[config.mk]
export PLATFORM = sky130hd
export DESIGN_NAME = lt24_pixel_arbiter_flat
export DESIGN_NICKNAME = d
export VERILOG_FILES = /design/src/rtl/lt24_pixel_arbiter_pkg.sv /design/src/rtl/lt24_pixel_arbiter_if.sv /design/src/rtl/lt24_pixel_arbiter_rr_select.sv /design/src/rtl/lt24_pixel_arbiter.sv /design/src/flat_wrapper.sv
export SDC_FILE = /design/constraint.sdc
export NUM_CORES = 1
export LEC_CHECK = 0
export BUFFER_PORTS_ARGS = -buffer_cell sky130_fd_sc_hd__buf_4
export CORE_ASPECT_RATIO = 0.8
export CORE_MARGIN = 1
export CORE_UTILIZATION = 39
export DETAILED_ROUTE_END_ITERATION = 8
export PLACE_DENSITY = 0.77
export SETUP_SLACK_MARGIN = 0.15
export SYNTH_ARGS = -nofsm -noshare
export SYNTH_HDL_FRONTEND = slang
export SYNTH_SLANG_ARGS = --single-unit
[constraint.sdc]
create_clock -name clock -period 1.7 [get_ports clock]
set_input_delay 0.34 -clock clock [delete_from_list [all_inputs] [get_ports clock]]
set_output_delay 0.34 -clock clock [all_outputs]
set_load 0.01 [all_outputs]
[src/rtl/lt24_pixel_arbiter_pkg.sv]
// Shared constants, state encoding and helpers for the LT24 pixel-write arbiter.
package lt24_pkg;

  localparam int unsigned LT24_WIDTH  = 240;
  localparam int unsigned LT24_HEIGHT = 320;

  localparam int unsigned X_W   = 8;
  localparam int unsigned Y_W   = 9;
  localparam int unsigned PIX_W = 16;

  localparam logic [PIX_W-1:0] BLACK = 16'h0000;
  localparam logic [PIX_W-1:0] GREEN = 16'h07E0;

  typedef enum logic {
    StIdle  = 1'b0,
    StBurst = 1'b1
  } arb_state_e;

  // Index width for a requester count; a single requester still needs one bit.
  function automatic int unsigned idx_w(input int unsigned n);
    return (n > 1) ? $clog2(n) : 1;
  endfunction

  function automatic logic in_bounds(input logic [X_W-1:0] x, input logic [Y_W-1:0] y,
                                     input int unsigned w, input int unsigned h);
    return (32'(x) < w) && (32'(y) < h);
  endfunction

endpackage

[src/rtl/lt24_pixel_arbiter_if.sv]
// Requester-side and display-side pixel bus shared by the render engines and the arbiter.
interface lt24_pixel_arbiter_if
  import lt24_pkg::*;
#(
  parameter int unsigned NUM_REQ = 2
);

  logic [NUM_REQ-1:0]       reqValid;
  logic [NUM_REQ-1:0]       reqLast;
  logic [NUM_REQ*X_W-1:0]   reqX;
  logic [NUM_REQ*Y_W-1:0]   reqY;
  logic [NUM_REQ*PIX_W-1:0] reqData;
  logic [NUM_REQ-1:0]       reqReady;

  logic [X_W-1:0]   xAddr;
  logic [Y_W-1:0]   yAddr;
  logic [PIX_W-1:0] pixelData;
  logic             pixelWrite;
  logic             pixelReady;

  modport master (
    output reqValid, reqLast, reqX, reqY, reqData, pixelReady,
    input  reqReady, xAddr, yAddr, pixelData, pixelWrite
  );

  modport slave (
    input  reqValid, reqLast, reqX, reqY, reqData, pixelReady,
    output reqReady, xAddr, yAddr, pixelData, pixelWrite
  );

endinterface

[src/rtl/lt24_pixel_arbiter_rr_select.sv]
// Combinational round-robin picker: first requester after last_grant_i, wrapping.
module rr_select
  import lt24_pkg::*;
#(
  parameter int unsigned NUM_REQ = 2
) (
  input  logic [NUM_REQ-1:0]          req_i,
  input  logic [idx_w(NUM_REQ)-1:0]   last_grant_i,
  output logic [idx_w(NUM_REQ)-1:0]   winner_o,
  output logic                        any_req_o
);

  localparam int unsigned IdxW = idx_w(NUM_REQ);

  always_comb begin
    int unsigned idx;
    idx       = 0;
    winner_o  = '0;
    any_req_o = 1'b0;
    for (int unsigned i = 1; i <= NUM_REQ; i++) begin
      idx = (32'(last_grant_i) + i) % NUM_REQ;
      if (!any_req_o && req_i[IdxW'(idx)]) begin
        winner_o  = IdxW'(idx);
        any_req_o = 1'b1;
      end
    end
  end

endmodule

[src/rtl/lt24_pixel_arbiter.sv]
// Burst-granular round-robin arbiter for the LT24 pixel-write port, with off-screen
// beat dropping and forced release of a stalled owner.
module lt24_pixel_arbiter
  import lt24_pkg::*;
#(
  parameter int unsigned NUM_REQ = 2,
  parameter int unsigned WIDTH   = LT24_WIDTH,
  parameter int unsigned HEIGHT  = LT24_HEIGHT,
  parameter int unsigned TIMEOUT = 64
) (
  input  logic                 clock,
  input  logic                 globalResetn,
  lt24_pixel_arbiter_if.slave  bus,
  output logic [NUM_REQ-1:0]   grant,
  output logic                 busy,
  output logic                 timeoutErr,
  output logic [15:0]          dropCount
);

  localparam int unsigned IdxW = idx_w(NUM_REQ);
  localparam int unsigned CntW = $clog2(TIMEOUT) + 1;

  arb_state_e       state_q, state_d;
  logic [IdxW-1:0]  owner_q, owner_d;
  logic [IdxW-1:0]  last_grant_q, last_grant_d;
  logic [CntW-1:0]  idle_cnt_q, idle_cnt_d;
  logic [15:0]      drop_count_q, drop_count_d;
  logic             timeout_err_q, timeout_err_d;

  logic [IdxW-1:0]  winner;
  logic             any_req;

  logic             own_valid;
  logic             own_last;
  logic [X_W-1:0]   own_x;
  logic [Y_W-1:0]   own_y;
  logic [PIX_W-1:0] own_data;
  logic             in_bnd;
  logic             accept;

  rr_select #(
    .NUM_REQ(NUM_REQ)
  ) u_rr_select (
    .req_i       (bus.reqValid),
    .last_grant_i(last_grant_q),
    .winner_o    (winner),
    .any_req_o   (any_req)
  );

  always_comb begin
    own_valid = 1'b0;
    own_last  = 1'b0;
    own_x     = '0;
    own_y     = '0;
    own_data  = '0;
    for (int unsigned i = 0; i < NUM_REQ; i++) begin
      if (owner_q == IdxW'(i)) begin
        own_valid = bus.reqValid[i];
        own_last  = bus.reqLast[i];
        own_x     = bus.reqX[i*X_W +: X_W];
        own_y     = bus.reqY[i*Y_W +: Y_W];
        own_data  = bus.reqData[i*PIX_W +: PIX_W];
      end
    end
  end

  assign busy   = (state_q == StBurst);
  assign in_bnd = in_bounds(own_x, own_y, WIDTH, HEIGHT);
  // Off-screen beats are swallowed without waiting on the display.
  assign accept = busy && own_valid && (!in_bnd || bus.pixelReady);

  always_comb begin
    bus.pixelWrite = busy && own_valid && in_bnd;
    bus.xAddr      = busy ? own_x    : '0;
    bus.yAddr      = busy ? own_y    : '0;
    bus.pixelData  = busy ? own_data : '0;
    bus.reqReady   = '0;
    grant          = '0;
    for (int unsigned i = 0; i < NUM_REQ; i++) begin
      bus.reqReady[i] = accept && (owner_q == IdxW'(i));
      grant[i]        = busy && (owner_q == IdxW'(i));
    end
  end

  assign timeoutErr = timeout_err_q;
  assign dropCount  = drop_count_q;

  always_comb begin
    state_d       = state_q;
    owner_d       = owner_q;
    last_grant_d  = last_grant_q;
    idle_cnt_d    = idle_cnt_q;
    drop_count_d  = drop_count_q;
    timeout_err_d = 1'b0;
    unique case (state_q)
      StIdle: begin
        if (any_req) begin
          state_d    = StBurst;
          owner_d    = winner;
          idle_cnt_d = '0;
        end
      end
      StBurst: begin
        if (accept) begin
          idle_cnt_d = '0;
          if (!in_bnd && (drop_count_q != 16'hFFFF)) begin
            drop_count_d = drop_count_q + 16'd1;
          end
          if (own_last) begin
            state_d      = StIdle;
            last_grant_d = owner_q;
          end
        end else if (!own_valid) begin
          // Backpressure with valid held high never reaches this branch.
          if (idle_cnt_q == CntW'(TIMEOUT - 1)) begin
            state_d       = StIdle;
            last_grant_d  = owner_q;
            idle_cnt_d    = '0;
            timeout_err_d = 1'b1;
          end else begin
            idle_cnt_d = idle_cnt_q + CntW'(1);
          end
        end
      end
      default: state_d = StIdle;
    endcase
  end

  always_ff @(posedge clock or negedge globalResetn) begin
    if (!globalResetn) begin
      state_q       <= StIdle;
      owner_q       <= '0;
      last_grant_q  <= IdxW'(NUM_REQ - 1);
      idle_cnt_q    <= '0;
      drop_count_q  <= '0;
      timeout_err_q <= 1'b0;
    end else begin
      state_q       <= state_d;
      owner_q       <= owner_d;
      last_grant_q  <= last_grant_d;
      idle_cnt_q    <= idle_cnt_d;
      drop_count_q  <= drop_count_d;
      timeout_err_q <= timeout_err_d;
    end
  end

endmodule

[src/flat_wrapper.sv]
// flat-port wrapper written by rule: the top's interface ports become plain ports
module lt24_pixel_arbiter_flat import lt24_pkg::*;
#(
  parameter int unsigned NUM_REQ = 2,
  parameter int unsigned WIDTH   = LT24_WIDTH,
  parameter int unsigned HEIGHT  = LT24_HEIGHT,
  parameter int unsigned TIMEOUT = 64
)
  (clock, globalResetn, grant, busy, timeoutErr, dropCount, bus_reqValid, bus_reqLast, bus_reqX, bus_reqY, bus_reqData, bus_pixelReady, bus_reqReady, bus_xAddr, bus_yAddr, bus_pixelData, bus_pixelWrite);
  lt24_pixel_arbiter_if #(.NUM_REQ(NUM_REQ)) bus_i ();
  input  logic clock;
  input  logic globalResetn;
  output logic [NUM_REQ-1:0] grant;
  output logic busy;
  output logic timeoutErr;
  output logic [15:0] dropCount;
  input wire logic [$bits(bus_i.reqValid)-1:0] bus_reqValid;
  input wire logic [$bits(bus_i.reqLast)-1:0] bus_reqLast;
  input wire logic [$bits(bus_i.reqX)-1:0] bus_reqX;
  input wire logic [$bits(bus_i.reqY)-1:0] bus_reqY;
  input wire logic [$bits(bus_i.reqData)-1:0] bus_reqData;
  input wire logic [$bits(bus_i.pixelReady)-1:0] bus_pixelReady;
  output wire logic [$bits(bus_i.reqReady)-1:0] bus_reqReady;
  output wire logic [$bits(bus_i.xAddr)-1:0] bus_xAddr;
  output wire logic [$bits(bus_i.yAddr)-1:0] bus_yAddr;
  output wire logic [$bits(bus_i.pixelData)-1:0] bus_pixelData;
  output wire logic [$bits(bus_i.pixelWrite)-1:0] bus_pixelWrite;
  assign bus_i.reqValid = bus_reqValid;
  assign bus_i.reqLast = bus_reqLast;
  assign bus_i.reqX = bus_reqX;
  assign bus_i.reqY = bus_reqY;
  assign bus_i.reqData = bus_reqData;
  assign bus_i.pixelReady = bus_pixelReady;
  assign bus_reqReady = bus_i.reqReady;
  assign bus_xAddr = bus_i.xAddr;
  assign bus_yAddr = bus_i.yAddr;
  assign bus_pixelData = bus_i.pixelData;
  assign bus_pixelWrite = bus_i.pixelWrite;
  lt24_pixel_arbiter #(.NUM_REQ(NUM_REQ), .WIDTH(WIDTH), .HEIGHT(HEIGHT), .TIMEOUT(TIMEOUT)) u_core (.clock(clock), .globalResetn(globalResetn), .bus(bus_i), .grant(grant), .busy(busy), .timeoutErr(timeoutErr), .dropCount(dropCount));
endmodule
==> summary.txt, run 1 <==
Floorplan
  – Die H: 67.7 microns
  – Initial Util: 0.414
  – Die W: 84.2 microns
  – Row count: 23
  – Core Footprint: 5090 sq um
  – IO Pins: 129
  – Die area: 5700 sq um

Worst setup path
  – CP endpoint kind: output port
  – WP depth: 7
  – Reg2reg end: u_core.last_grant_q$_DFFE_PN1P_
  – Worst path buffer plus inverter count: 5
  – Crit path cell chain: buf_4, buf_6, buf_4, buf_6, mux2i_1, nor2b_1, buf_4
  – Critical Path RT: 1.36 ns
  – Delay-heaviest family, CP: buffers and inverters
  – Crit Path Max Fanout: 7
  – CP Launch Type: register
  – Most common cell on crit path: buf_4
  – Largest stage delay, worst path: 0.49 ns
  – Reg2reg setup slack: -0.25 ns
  – Worst r2r src: u_core.owner_q$_DFFE_PN0P_
  – End of the critical path: bus_yAddr[6]
  – Crit path DAT: 1.72 ns
  – Reg2Reg Depth: 7
  – Crit path max-delay cell type: dfrtp_2
  – Crit path kind: reg2out
  – CP startpoint: u_core.owner_q$_DFFE_PN0P_

Route
  – Vias per cell: 5.35
  – Routed wire length: 8.13 mm
  – Detailed Routing Iterations Pass 1: 7
  – ANT nets after route: 0
  – Initial DRC Count: 133
  – Routed WL per cell: 17.6 microns
  – Via Count: 2474
  – DRC viols: 8

GRT
  – Largest net degree at the start of global routing: 28
  – Initial antenna violation count: 0
  – Gr usage total: 0.261
  – First-pass GRT wire length: 11.6 mm
  – Gr ovfl total: 0
  – Number of global-route vias before repair: 2446

CTS
  – Clock sink count: 27
  – Htree depth: 1
  – Root Buffer: clkbuf_8
  – CTS tree: done
  – Worst skew pair latency: 0.28 ns
  – CTS clk-pin slew, worst paths: 0.09 ns
  – Max Buffers Root-to-Sink: 2
  – Cts bufs inserted: 3

Timing
  – Max-slew violations: 0
  – Clk_skew: 0.0107 ns
  – Unrepaired setup endpoints after global routing: yes
  – Final hold viol count: 0
  – # setup viols final: 58
  – Highest Clock Rate: 485 MHz
  – Setup TNS: -9.74 ns
  – Worst-margin pin slew: 0.391 ns
  – Period utilization: 1.21
  – Crit path time final: 2.06 ns
  – Slew headroom: 0.739
  – Fin worst setup slack: -0.360 ns

Synth
  – Mean post-synth cell area: 9.08 sq um
  – Xor-xnor portion of the synthesized cell area: 0.0582
  – Post-synthesis adder-cell area fraction: 0.0119
  – Post-synthesis sequential area ratio: 0.321
  – Largest family of logic cells by synthesized area: simple AND/OR/NAND/NOR gates
  – Synth Area in Compound Gates: 0.0790
  – Number of synthesized flops with an enable pin: 0
  – Syn Std Cell Area: 2110 sq um
  – Warning count from the yosys run: 0
  – Post-synth cell types: 41
  – Async SR Flop Fraction: 1.00
  – Dominant synthesized flop cell: dfrtp_1
  – Mux cell area share after synthesis: 0.175
  – Synth Instances: 232
  – Synth Area in Simple Gates: 0.317
  – Number of synthesized register bits: 27
  – Mapped Nets: 307

Status
  – Violated checks: DRC, setup timing
  – Status: finished, violations left

Layout
  – Layout fillers: 348
  – Most common cell after layout, fill and taps aside: buf_4
  – Fin area: 3950 sq um
  – ANT cells: 0
  – Commonest non-fill, non-tap cells in the layout: buf_4 (159), nor2b_1 (31), mux2i_1 (27)
  – Area Growth Syn to Fin: 87.3%
  – Nets: 476
  – Share of cells above drive strength 1: 0.568
  – Final Util: 0.775

Power
  – PwrDens: 1430 nW/um^2
  – Sequential Power Share: 0.172
  – Clock share of power: 0.069
  – Switching pwr: 2.27 mW
  – P_leak: 1.98 nW
  – Int Power: 3.36 mW
  – Peak VDD IR: 819 uV
  – Net Sw Frac: 0.403
  – Combinational fraction of design power: 0.758

Placed design
  – Post-DP Area: 3330 sq um
  – GP Congestion: 0.789
  – I/O Buffers: 128
  – DP Wirelength: 5.44 mm
  – Placement Setup Slack: -0.102 ns

Min path
  – Min-delay worst type: in2reg
  – Worst hold start: bus_reqValid[1]

Flow run
  – MaxCap Viol Count: 0
==> through the flow <==
stage | total power, mW | hold WS [ns] | cells
6_report | 5.63 | 0.347 | 462
5_1_grt | 5.94 | 0.357 | 462
4_1_cts | 5.14 | 0.343 | 452
3_5_place_dp | 4.12 | 0.278 | 435
3_3_place_gp | 4.05 | 0.276 | 435
2_1_floorplan | 2.75 | 0.0444 | 232
==> worst min-delay path by stage <==
| stage | endpoint | cells after the start |
|---|---|---|
| after floorplan | u_core.busy$_DFF_PN0_ | 0 |
| after global placement | u_core.dropCount[8]$_DFFE_PN0P_ | 1 |
| after detailed placement | u_core.dropCount[9]$_DFFE_PN0P_ | 1 |
| after CTS | u_core.owner_q$_DFFE_PN0P_ | 3 |
| after global routing | u_core.owner_q$_DFFE_PN0P_ | 3 |
| final | u_core.owner_q$_DFFE_PN0P_ | 3 |
==> power by group through the flow <==
stage | Clock (mW) | Sequential [mW] | Combinational [mW]
2_1_floorplan | 0 | 0.922 | 1.83
3_3_place_gp | 0 | 0.951 | 3.10
6_report | 0.391 | 0.970 | 4.27
5_1_grt | 0.428 | 0.987 | 4.52
4_1_cts | 0.397 | 0.942 | 3.80
3_5_place_dp | 0 | 0.961 | 3.16
==> cell families (layout without fill, tap and decap cells) <==
family / Yosys count / after routing
multiplexers: 36 / 36
adder cells (fa/ha/maj): 2 / 2
XOR/XNOR: 14 / 14
AO/OA/AOI/OAI: 19 / 19
flip-flops: 27 / 27
AND/OR/NAND/NOR: 118 / 118
buffers and inverters: 16 / 184
==> per-layer routing <==
| metal | vias to the layer above | global-route usage | share of wire |
|---|---|---|---|
| met3 | 16 | 0.0489 | 0.052 |
| li1 | 1163 | - | - |
| met2 | 87 | 0.497 | 0.52 |
| met1 | 1208 | 0.314 | 0.41 |
| met5 | - | 0 | 0 |
| met4 | 0 | 0.0431 | 0.017 |
==> repair_timing <==
action / in CTS / in global routing
resized for setup: 31 / 37
hold buffers: 1 / 0
setup buffers: 9 / 9
setup endpoints to repair: 63 / 63
hold endpoints to repair: 26 / 0
pin swaps: 8 / 12
gates cloned: 3 / 1
==> tightest hold or removal path, delay by kind of cell <==
family	cells	cell delay [ns]
buffers and inverters	1	0.12
AND/OR/NAND/NOR	2	0.13
==> layout make-up <==
class	instances	area (sq um)	area share
clock buffer	3	41.3	0.0105
clock inverter	1	7.51	0.00190
inverter	4	15.0	0.00380
multi-input combinational	189	1640	0.416
sequential	27	679	0.172
tap	62	77.6	0.0197
timing repair buffer	176	1490	0.376
==> cell usage after synthesis, drive strengths merged, types with 4 or more instances <==
| cell type | n | area [sq um] |
|---|---|---|
| inv | 4 | 15.0 |
| nor2b | 32 | 200 |
| and3 | 10 | 62.6 |
| xnor2 | 14 | 123 |
| nand4 | 5 | 31.3 |
| nand2 | 16 | 60.1 |
| nor2 | 17 | 68.8 |
| dfrtp | 26 | 651 |
| buf | 7 | 46.3 |
| mux2i | 32 | 320 |
| nand3 | 18 | 90.1 |
| clkbuf | 5 | 18.8 |
| mux2 | 4 | 48.8 |
==> sequential cells by signal, indices dropped and copies added (netlist names) <==
register / flops
u_core.idle_cnt_q: 7
u_core.last_grant_q: 1
u_core.owner_q: 1
u_core.dropCount: 16
u_core.busy: 1
u_core.timeoutErr: 1
No activity file was read; power rests on OpenSTA's default activity.
==> run 2: changes to the inputs <==
--- a/config.mk
+++ b/config.mk
@@ -5,6 +5,7 @@
 export SDC_FILE = /design/constraint.sdc
 export NUM_CORES = 1
 export LEC_CHECK = 0
+export ABC_AREA = 1
 export BUFFER_PORTS_ARGS = -buffer_cell sky130_fd_sc_hd__buf_4
 export CORE_ASPECT_RATIO = 0.8
 export CORE_MARGIN = 1
==> summary.txt, run 2 <==
Status
  – Status: finished, violations left
  – Violated checks: DRC, setup timing

Power
  – Pwr Total: 5.81 mW (+3.1%)
  – P_leak: 2.00 nW (+1.2%)
  – Peak VDD IR: 598 uV (-27%)
  – PwrDens: 1540 nW/um^2 (+7.6%)

Synth
  – Top cells by area, synth: dfrtp_1 (31%), nand2_1 (12%), a22o_1 (11%)
  – Dominant synthesized flop cell: dfrtp_1
  – Syn Std Cell Area: 2100 sq um (-0.48%)
  – Most common cell in the netlist: nand2_1
  – Number of synthesized register bits: 27 (unchanged)
  – Synth Area in Simple Gates: 0.364 (+0.0475)
  – Largest family of logic cells by synthesized area: simple AND/OR/NAND/NOR gates
  – Xor-xnor portion of the synthesized cell area: 0.0585 (+0.000278)
  – Post-synth cell types: 35 (-15%)
  – Synth top cells by count: nand2_1 (66), inv_1 (28), a22o_1 (26), dfrtp_1 (26), nor2_1 (24)
  – Cell type with the highest aggregate area in the netlist: dfrtp_1
  – Synth Area in Compound Gates: 0.146 (+0.0672)
  – Post-synth top area share: 0.310 (+0.00147)
  – Mux cell area share after synthesis: 0.00477 (-0.170)
  – Post-synthesis sequential area ratio: 0.323 (+0.00153)
  – Post-synthesis adder-cell area fraction: 0.0119 (+0.0000567)
  – Number of synthesized flops with an enable pin: 0 (unchanged)
  – Mapped Nets: 354 (+15%)
  – Async SR Flop Fraction: 1.00 (unchanged)
  – Synth Instances: 279 (+20%)
  – Warning count from the yosys run: 0 (unchanged)
  – Mean post-synth cell area: 7.52 sq um (-17%)

CTS
  – Worst skew pair latency: 0.28 ns (about the same)
  – Root Buffer: clkbuf_8
  – CTS tree: done
  – Clock sink count: 27 (unchanged)
  – Cts bufs inserted: 3 (unchanged)
  – Max Buffers Root-to-Sink: 2 (unchanged)
  – Htree depth: 1 (unchanged)
  – CTS clk-pin slew, worst paths: 0.09 ns (about the same)

GRT
  – Largest net degree at the start of global routing: 28 (unchanged)
  – GRT busiest layer: met2
  – GR met1 Demand/Resource: 0.385 (+0.0709)
  – Number of global-route vias before repair: 2355 (-3.7%)
  – GR Layer Usage met3: 0.0416 (-0.00733)
  – Gr usage total: 0.268 (+0.00776)
  – Initial antenna violation count: 0 (unchanged)
  – Met2 Use GR: 0.419 (-0.0779)
  – Gr ovfl total: 0 (unchanged)
  – First-pass GRT wire length: 11.8 mm (+1.7%)

Placed design
  – GP Congestion: 0.936 (+19%)
  – DP Wirelength: 5.72 mm (+5.1%)
  – I/O Buffers: 128 (unchanged)
  – Placement Setup Slack: -0.0399 ns (+0.0624 ns)

Layout
  – Nets: 527 (+11%)
  – Commonest non-fill, non-tap cells in the layout: buf_4 (155), nand2_1 (57), inv_1 (28)
  – Final Util: 0.743 (-0.0322)
  – Most common cell after layout, fill and taps aside: buf_4
  – Share of cells above drive strength 1: 0.545 (-0.0220)
  – ANT cells: 0 (unchanged)
  – Area Growth Syn to Fin: 80.4%
  – Number of flip-flops in the largest register: 16 (unchanged)

Worst setup path
  – Largest stage delay, worst path: 0.46 ns (-0.03 ns)
  – CP endpoint kind: output port
  – Most common cell on crit path: nand2_2
  – Worst path buffer plus inverter count: 2 (-3)
  – Crit path kind: reg2out
  – Crit path cell chain: buf_6, nand2_2, nand2_2, nor2_2, nand2_2, nand3_2, nand2_2, nor2_2, buf_4
  – Critical Path RT: 1.36 ns (about the same)
  – Crit path max-delay cell type: dfrtp_2
  – Reg2reg end: u_core.busy$_DFF_PN0_
  – Reg2Reg Depth: 13 (+6)
  – Delay-heaviest family, CP: simple AND/OR/NAND/NOR gates
  – Crit Path Max Fanout: 4 (-3)
  – Worst r2r src: u_core.owner_q$_DFFE_PN0P_
  – CP Launch Type: register
  – Reg2reg setup slack: -0.33 ns (-0.08 ns)
  – Crit path DAT: 1.73 ns (about the same)

Route
  – Initial DRC Count: 169 (+27%)
  – DRC viols: 10 (+2)
  – Detailed Routing Iterations Pass 1: 7 (unchanged)
  – ANT nets after route: 0 (unchanged)
  – Vias per cell: 5.24 (-2.1%)
  – Routed wire length: 8.37 mm (+3.0%)
  – Routed WL per cell: 16.3 microns (-7.3%)
  – Via Count: 2690 (+8.7%)

Floorplan
  – Die area: 5680 sq um (-0.47%)
  – Die W: 84.0 microns (-0.24%)
  – IO Pins: 129 (unchanged)
  – Initial Util: 0.412 (-0.00197)
  – Row count: 23 (unchanged)
  – Die H: 67.6 microns (-0.23%)
  – Core Footprint: 5090 sq um (unchanged)

Timing
  – Slew headroom: 0.770 (+0.0305)
  – Worst-margin pin slew: 0.343 ns (-0.0485 ns)
  – Highest Clock Rate: 484 MHz (-0.36%)
  – Unrepaired setup endpoints after global routing: yes
  – Setup TNS: -12.10 ns (-2.36 ns)
  – Hold WS: 0.343 ns (-0.00408 ns)
  – Max-slew violations: 0 (unchanged)
  – # setup viols final: 56 (-3.4%)
  – Fin worst setup slack: -0.368 ns (-0.00736 ns)
  – Final hold viol count: 0 (unchanged)
  – Clk_skew: 0.00480 ns (-0.00591 ns)
  – Period utilization: 1.22 (+0.00433)
  – Crit path time final: 2.07 ns (+0.00736 ns)

Flow run
  – MaxCap Viol Count: 0 (unchanged)

Min path
  – Cells on Worst Hold Path: 3 (unchanged)
  – Min-delay worst type: in2reg
  – Hold Path End: u_core.owner_q$_DFFE_PN0P_
  – Worst hold start: bus_reqValid[1]
==> run 2: cell types whose count changed after synthesis, moves of 10 or more <==
cell | before | now
xnor2_1 | 14 | 3
xor2_1 | 0 | 11
a22o_1 | 0 | 26
nand2_2 | 0 | 10
and3_1 | 10 | 0
nand2_1 | 16 | 66
inv_1 | 4 | 28
nor2b_1 | 32 | 1
mux2i_1 | 32 | 1
==> run 2: cell families (layout without fill, tap and decap cells) <==
logic type | after synthesis | count (layout)
AND/OR/NAND/NOR | 154 | 155
buffers and inverters | 43 | 214
AO/OA/AOI/OAI | 38 | 38
flip-flops | 27 | 27
adder cells (fa/ha/maj) | 2 | 2
XOR/XNOR | 14 | 14
multiplexers | 1 | 1
==> run 2: tightest hold or removal path, stage by stage <==
cell and delay, ns:
buf_4 0.11, nand3_1 0.08, nand2_1 0.06
==> run 2: stage by stage <==
step / cell area, sq um / std cells
2_1_floorplan: 2140 / 279
3_3_place_gp: 3230 / 479
3_5_place_dp: 3230 / 479
4_1_cts: 3580 / 502
5_1_grt: 3780 / 513
6_report: 3780 / 513
==> run 2: repair_timing <==
action / 4_1_cts / 5_1_grt
gates cloned: 3 / 1
hold endpoints to repair: 26 / 0
endpoints found under the setup margin: 61 / 64
gates resized for setup: 39 / 26
hold buffers: 1 / 0
pin swaps: 12 / 13
buffers inserted: 15 / 10
==> run 2: worst max-delay path by stage <==
stage | end | depth (start not counted) | slack, ns | start
2_1_floorplan | bus_reqReady[0] | 9 | 0.14 | u_core.owner_q$_DFFE_PN0P_
3_3_place_gp | bus_reqReady[0] | 9 | 0.0009 | u_core.owner_q$_DFFE_PN0P_
3_5_place_dp | bus_reqReady[1] | 9 | -0.04 | u_core.owner_q$_DFFE_PN0P_
4_1_cts | bus_reqReady[1] | 9 | -0.22 | u_core.owner_q$_DFFE_PN0P_
5_1_grt | bus_reqReady[0] | 9 | -0.44 | u_core.owner_q$_DFFE_PN0P_
6_report | bus_reqReady[0] | 9 | -0.37 | u_core.owner_q$_DFFE_PN0P_
==> run 2: cell type report <==
type                            instances  area (sq um)
Sequential cell                        27           679
Clock buffer                            4          45.0
Inverter                               35           159
Timing Repair inverter                  2          15.0
Fill cell                             369          1310
Tap cell                               62          77.6
Multi-Input combinational cell        210          1410
Timing Repair Buffer                  173          1400
==> run 2: power by group <==
group          internal (mW)  switching, mW
clock network          0.168          0.208
logic                   2.15           2.32
registers              0.815          0.150
==> run 2: per-layer routing <==
layer  vias up  share of wire
met1      1275           0.42
li1       1275              -
met2       123           0.49
met4         0          0.024
met3        17          0.068
met5         -              0
